===== config.mk =====
export PLATFORM = sky130hd
export DESIGN_NAME = grid_io_bank_cfg
export DESIGN_NICKNAME = d
export VERILOG_FILES = /design/src/rtl/grid_io_cfg_pkg.sv /design/src/rtl/grid_io_pad_ctrl.sv /design/src/rtl/grid_io_bank_cfg.sv
export SDC_FILE = /design/constraint.sdc
export NUM_CORES = 1
export LEC_CHECK = 0
export ABC_AREA = 1
export ABC_CLOCK_PERIOD_IN_PS = 1360
export CAP_MARGIN = 20
export CORE_MARGIN = 3
export CORE_UTILIZATION = 47
export DETAILED_ROUTE_END_ITERATION = 16
export PLACE_DENSITY = 0.77
export SLEW_MARGIN = 30
export SYNTH_ARGS = -nofsm -noshare
export SYNTH_HDL_FRONTEND = slang
export SYNTH_SLANG_ARGS = --single-unit

===== constraint.sdc =====
create_clock -name prog_clk -period 1.36 [get_ports prog_clk]
set_input_delay 0.204 -clock prog_clk [delete_from_list [all_inputs] [get_ports prog_clk]]
set_output_delay 0.204 -clock prog_clk [all_outputs]
set_load 0.05 [all_outputs]

===== src/rtl/grid_io_cfg_pkg.sv =====
// grid_io_cfg_pkg
// Shared definitions for the I/O grid tile configuration logic.
//   CFG_BITS   : mode bits per pad subtile
//   io_mode_e  : per-pad operating mode
//   chain_len  : length of the configuration shift chain for a given pad count,
//                including the trailing parity bit when GRID_IO_CFG_PARITY_EN is defined
// Optional feature macro: GRID_IO_CFG_PARITY_EN
package grid_io_cfg_pkg;

   localparam int CFG_BITS = 2;

   typedef enum logic [1:0] {
      IO_OFF  = 2'b00,
      IO_IN   = 2'b01,
      IO_OUT  = 2'b10,
      IO_LOOP = 2'b11
   } io_mode_e;

`ifdef GRID_IO_CFG_PARITY_EN
   localparam int PARITY_BITS = 1;
`else
   localparam int PARITY_BITS = 0;
`endif

   // The parity bit, when present, is shifted last and sits below the mode bits.
   function automatic int chain_len(input int num_io);
      return num_io * CFG_BITS + PARITY_BITS;
   endfunction

endpackage


===== src/rtl/grid_io_pad_ctrl.sv =====
// grid_io_pad_ctrl
// Combinational mode decode and isolation for one pad subtile.
// Ports:
//   mode     in   committed mode of this pad
//   isol_n   in   0 forces every output of this pad low
//   soc_in   in   pad input from the SoC
//   outpad   in   fabric data toward the pad
//   soc_out  out  pad output to the SoC
//   soc_dir  out  1 = pad driven by the FPGA
//   inpad    out  pad data toward the fabric
module grid_io_pad_ctrl
   import grid_io_cfg_pkg::*;
(
   input  io_mode_e mode,
   input  logic     isol_n,
   input  logic     soc_in,
   input  logic     outpad,
   output logic     soc_out,
   output logic     soc_dir,
   output logic     inpad
);

   // Isolation wins over every mode; OFF is the all-low default.
   always_comb begin
      soc_out = 1'b0;
      soc_dir = 1'b0;
      inpad   = 1'b0;
      if (isol_n) begin
         case (mode)
            IO_IN: begin
               inpad = soc_in;
            end
            IO_OUT: begin
               soc_out = outpad;
               soc_dir = 1'b1;
            end
            IO_LOOP: begin
               soc_out = outpad;
               soc_dir = 1'b1;
               inpad   = soc_in;
            end
            default: begin
               soc_out = 1'b0;
            end
         endcase
      end
   end

endmodule


===== src/rtl/grid_io_bank_cfg.sv =====
// grid_io_bank_cfg
// I/O grid tile with NUM_IO pad subtiles, one configuration shift chain and a
// double-buffered (staging -> shadow) configuration with a bit-count guarded commit.
// Ports:
//   prog_clk, prog_reset         clock and synchronous active-high reset
//   isol_n                       0 = isolate all pads
//   ccff_head/ccff_shift         serial config data and shift enable
//   ccff_commit                  load staging into shadow (if the count is right)
//   ccff_tail                    staging MSB (registered)
//   gfpga_pad_io_soc_in/out/dir  SoC pad ring side
//   fabric_outpad/fabric_inpad   routing fabric side
//   cfg_valid                    shadow holds a committed configuration
//   cfg_error                    sticky: a commit was rejected
// Optional feature macro: GRID_IO_CFG_PARITY_EN (adds an even-parity bit to the chain)
module grid_io_bank_cfg
   import grid_io_cfg_pkg::*;
#(
   parameter int NUM_IO   = 4,
   parameter int CFG_BITS = 2
)(
   input  logic              prog_clk,
   input  logic              prog_reset,
   input  logic              isol_n,
   input  logic              ccff_head,
   input  logic              ccff_shift,
   input  logic              ccff_commit,
   output logic              ccff_tail,
   input  logic [NUM_IO-1:0] gfpga_pad_io_soc_in,
   output logic [NUM_IO-1:0] gfpga_pad_io_soc_out,
   output logic [NUM_IO-1:0] gfpga_pad_io_soc_dir,
   input  logic [NUM_IO-1:0] fabric_outpad,
   output logic [NUM_IO-1:0] fabric_inpad,
   output logic              cfg_valid,
   output logic              cfg_error
);

   localparam int TOTAL = NUM_IO * CFG_BITS;
   localparam int CHAIN = chain_len(NUM_IO);
   localparam int CW    = $clog2(CHAIN + 1);

   if (CFG_BITS != grid_io_cfg_pkg::CFG_BITS) begin : g_bad_cfg_bits
      $error("grid_io_bank_cfg: CFG_BITS must match the package constant");
   end
   if (NUM_IO < 1 || NUM_IO > 64) begin : g_bad_num_io
      $error("grid_io_bank_cfg: NUM_IO out of range 1..64");
   end

   logic [CHAIN-1:0] stage;
   logic [TOTAL-1:0] shadow;
   logic [CW-1:0]    bit_cnt;
   logic             overflow;
   logic             parity_ok;
   logic             commit_ok;

`ifdef GRID_IO_CFG_PARITY_EN
   assign parity_ok = ~^stage;
`else
   assign parity_ok = 1'b1;
`endif

   // Commit judges the pre-shift chain and count, so a same-cycle shift is harmless.
   assign commit_ok = (bit_cnt == CW'(CHAIN)) && !overflow && parity_ok;

   // The stage MSB is already a flop, so the tail has no path from the head.
   assign ccff_tail = stage[CHAIN-1];

   // Chain, counter, shadow and status; a commit always restarts the count,
   // at 1 if a shift lands in the same cycle.
   always_ff @(posedge prog_clk) begin
      if (prog_reset) begin
         stage     <= '0;
         shadow    <= '0;
         bit_cnt   <= '0;
         overflow  <= 1'b0;
         cfg_valid <= 1'b0;
         cfg_error <= 1'b0;
      end else begin
         if (ccff_shift) begin
            stage <= {stage[CHAIN-2:0], ccff_head};
         end
         if (ccff_commit) begin
            if (commit_ok) begin
               shadow    <= stage[CHAIN-1 -: TOTAL];
               cfg_valid <= 1'b1;
            end else begin
               cfg_error <= 1'b1;
            end
            overflow <= 1'b0;
            bit_cnt  <= ccff_shift ? CW'(1) : '0;
         end else if (ccff_shift) begin
            if (bit_cnt == CW'(CHAIN)) begin
               overflow <= 1'b1;
            end else begin
               bit_cnt <= bit_cnt + 1'b1;
            end
         end
      end
   end

   for (genvar i = 0; i < NUM_IO; i++) begin : g_pad
      grid_io_pad_ctrl u_pad (
         .mode    (io_mode_e'(shadow[i*CFG_BITS +: CFG_BITS])),
         .isol_n  (isol_n),
         .soc_in  (gfpga_pad_io_soc_in[i]),
         .outpad  (fabric_outpad[i]),
         .soc_out (gfpga_pad_io_soc_out[i]),
         .soc_dir (gfpga_pad_io_soc_dir[i]),
         .inpad   (fabric_inpad[i])
      );
   end

endmodule

==> results by group <==
Critical path
  • Worst path cell trace: nand2_1 -> nor2_2 -> buf_12
  • Critical path launch point type: flip-flop
  • Worst Path Max Fanout: 2
  • Critical Path Start: shadow[6]
  • Worst reg2reg path startpoint: bit_cnt[0]
  • Crit path buf inv count: 1
  • Critical Path RT: 1.16 ns
  • Critical path class: flip-flop to primary output
  • Worst R2R Path Depth: 7
  • Slowest stage delay, CP: 0.37 ns
  • Critical-path top delay cell: dfxtp_1
  • Crit-path leading delay family: flip-flops
  • Setup crit end kind: primary output
  • R2r endpoint: shadow[7]
  • WP data arrival: 1.08 ns
  • R2R setup slack: 0.09 ns

Die
  • Die H: 54.7 µm
  • Core ar.: 2230 µm²
  • Initial Util: 0.499
  • # rows: 17
  • Die area: 2990 µm²
  • Io pins: 29
  • Die width: 54.7 µm

Job
  • Max-cap violations: 0

Power and ir drop
  • Power Dens Cells: 746 nW/µm²
  • Sw power: 292 µW
  • Final Power: 1.18 mW
  • Reg power frac: 0.605
  • Leakage power: 0.630 nW
  • Int Pwr: 884 µW
  • Clock share of power: 0.266
  • Logic gate share of total power: 0.129
  • Sw frac: 0.248
  • Worst vdd ir: 0.641 mV

Finish
  • Area of the multi-input gates: 483 µm²
  • Most common cell after layout, fill and taps aside: nand2_1
  • Most frequent cells in the layout: 22 x nand2_1, 21 x dfxtp_1, 17 x inv_1
  • N_diodes: 0
  • Seq. cell area: 465 µm²
  • Net count, final: 190
  • Layout area overhead: 41.4%
  • Fillcell total: 183
  • Layout cell share with drive strength beyond 1: 0.243
  • Design Area, Final: 1580 µm²

Synth
  • Post-synthesis sequential area ratio: 0.413
  • Syn Nets: 167
  • Yosys Warn Count: 0
  • Synth Flop Type: dfxtp_1
  • Largest family of logic cells by synthesized area: simple AND/OR/NAND/NOR gates
  • Xor and xnor area share after synthesis: 0
  • Synth Area in Simple Gates: 0.246
  • Ys async rst share: 0
  • Post-Syn Area: 1110 µm²
  • Netlist cell types: 17
  • Syn Inst Count: 151
  • Compound-Gate Fraction of Synth Area: 0.128
  • Register bit total from synthesis: 23
  • Post-Synth Adder-Cell Area: 0.0224
  • Number of enable flip-flop cells after synthesis: 0
  • Mux contribution to synthesized area: 0
  • Avg Cell Area, Syn: 7.38 µm²

STA
  • Final hold slack: 0.478 ns
  • Worst slew pin tran: 0.316 ns
  • Fin. Hold Viols: 0
  • Setup ws final: 0.0733 ns
  • Final setup violation count: 0
  • Tcrit/Tclk final: 0.946
  • Min cycle time layout: 1.29 ns
  • Final setup skew: 0.0133 ns
  • Unrepaired setup endpoints after global routing: yes
  • Slew headroom: 0.788
  • Max Slew Vio Count: 0
  • Fmax: 0.777 GHz

Drt
  • Vias after detailed routing: 1018
  • WL/cell: 12.1 µm
  • 1st-pass router iterations: 4
  • Total wire length: 2430 µm
  • DR vias/cell: 5.06
  • Detailed-route DRC error count: 0
  • DR iter-0 viols: 18
  • Antenna Nets Post-Route: 0

Clocking
  • Worst-case clock buffer depth: 2
  • CTS root buffer: clkbuf_4
  • CTS Buf Count: 3
  • Clock Pin Slew Worst Setup and Hold Paths: 0.13 ns
  • CTS tree: built
  • H-tree Lvls: 1
  • Hold-fix buffers at CTS: 0
  • CTS sink count: 23
  • Worst-Skew Late Latency: 0.31 ns

Placement
  • Placed Instance Area: 1490 µm²
  • Worst slack, placed: -0.100 ns
  • GP Congestion: 0.705
  • HPWL after DPL: 1820 µm
  • Port Buffers: 28

Global route
  • First-pass GRT wire length: 3790 µm
  • Largest net degree at the start of global routing: 13
  • GRT overflow: 0
  • GRT Total Usage: 0.174
  • Vias in the first global route: 871
  • Initial antenna violation count: 0

Outcome
  • Status: complete, no violations

Min path
  • Hold worst-path end: shadow[0]
  • Worst hold start: shadow[0]
  • Hold Crit Class: flip-flop to flip-flop
  • Hold path depth: 2
## sequential cells by signal, summed over array words and instances (netlist names)
signal     cells
shadow         8
stage          8
bit_cnt        4
cfg_error      1
cfg_valid      1
overflow       1
## through the flow
stage          setup TNS (ns)  instances   util
6_report                    0        201  0.706
5_1_grt                -0.104        201  0.706
4_1_cts                     0        199  0.686
3_5_place_dp           -0.603        195  0.666
3_3_place_gp           -0.331        195  0.666
2_1_floorplan               0        151      -
## repair_timing
item	in CTS	in global routing
buffers inserted	0	1
gates resized for setup	10	10
cloned	0	1
setup endpoints to repair	8	10
pin swaps	2	1
## how the worst max path moves through the flow
stage,to,cells past startpoint
6_report,fabric_inpad[3],3
5_1_grt,shadow[1],7
4_1_cts,shadow[6],7
3_5_place_dp,fabric_inpad[3],4
3_3_place_gp,fabric_inpad[1],4
2_1_floorplan,bit_cnt[0],8
## power groups by stage
stage / logic [mW] / clock network [mW] / registers (mW)
after floorplan: 0.0585 / 0 / 0.735
after detailed placement: 0.143 / 0 / 0.728
after CTS: 0.146 / 0.317 / 0.713
after global routing: 0.171 / 0.345 / 0.715
after global placement: 0.139 / 0 / 0.726
final: 0.152 / 0.313 / 0.712
## area by class of cell
cell class                 count  area share
clock buffer                   4      0.0167
inverter                      20      0.0563
multi-input combinational     92       0.306
sequential                    23       0.295
tap                           28      0.0222
timing repair buffer          34       0.303
## cells in the mapped netlist (all sizes together) (2+ instances only)
library cell  count  area (µm²)
dfxtp            23         460
nor2             22        85.1
ha                2        25.0
a21oi            16        80.1
inv              19        71.3
buf              15         120
o21ai            11        55.1
nand4            10        62.6
nand3             7        40.0
nand2            23        86.3
## cells by family (layout without fill, tap and decap cells)
| logic type | after synthesis | in the layout |
|---|---|---|
| buf+inv | 36 | 58 |
| flops | 23 | 23 |
| fa+ha+maj | 2 | 2 |
| simple gates | 62 | 62 |
| compound gates | 28 | 28 |
## worst register-to-register path, cell delays in order, from the launching register on
cell     delay (ns)
dfxtp_4        0.37
inv_1          0.05
ha_2           0.17
nand2_2        0.07
nor2_4         0.15
buf_4          0.16
nand4_1        0.08
a21oi_1        0.15
## metal layers
layer,GRT usage,vias to the layer above,share of wire
met1,0.209,454,0.41
met3,0.0245,3,0.063
met5,0,-,0
li1,-,526,-
met4,0.0871,0,0.0095
met2,0.299,35,0.51
No activity file was read; power rests on OpenSTA's default activity.
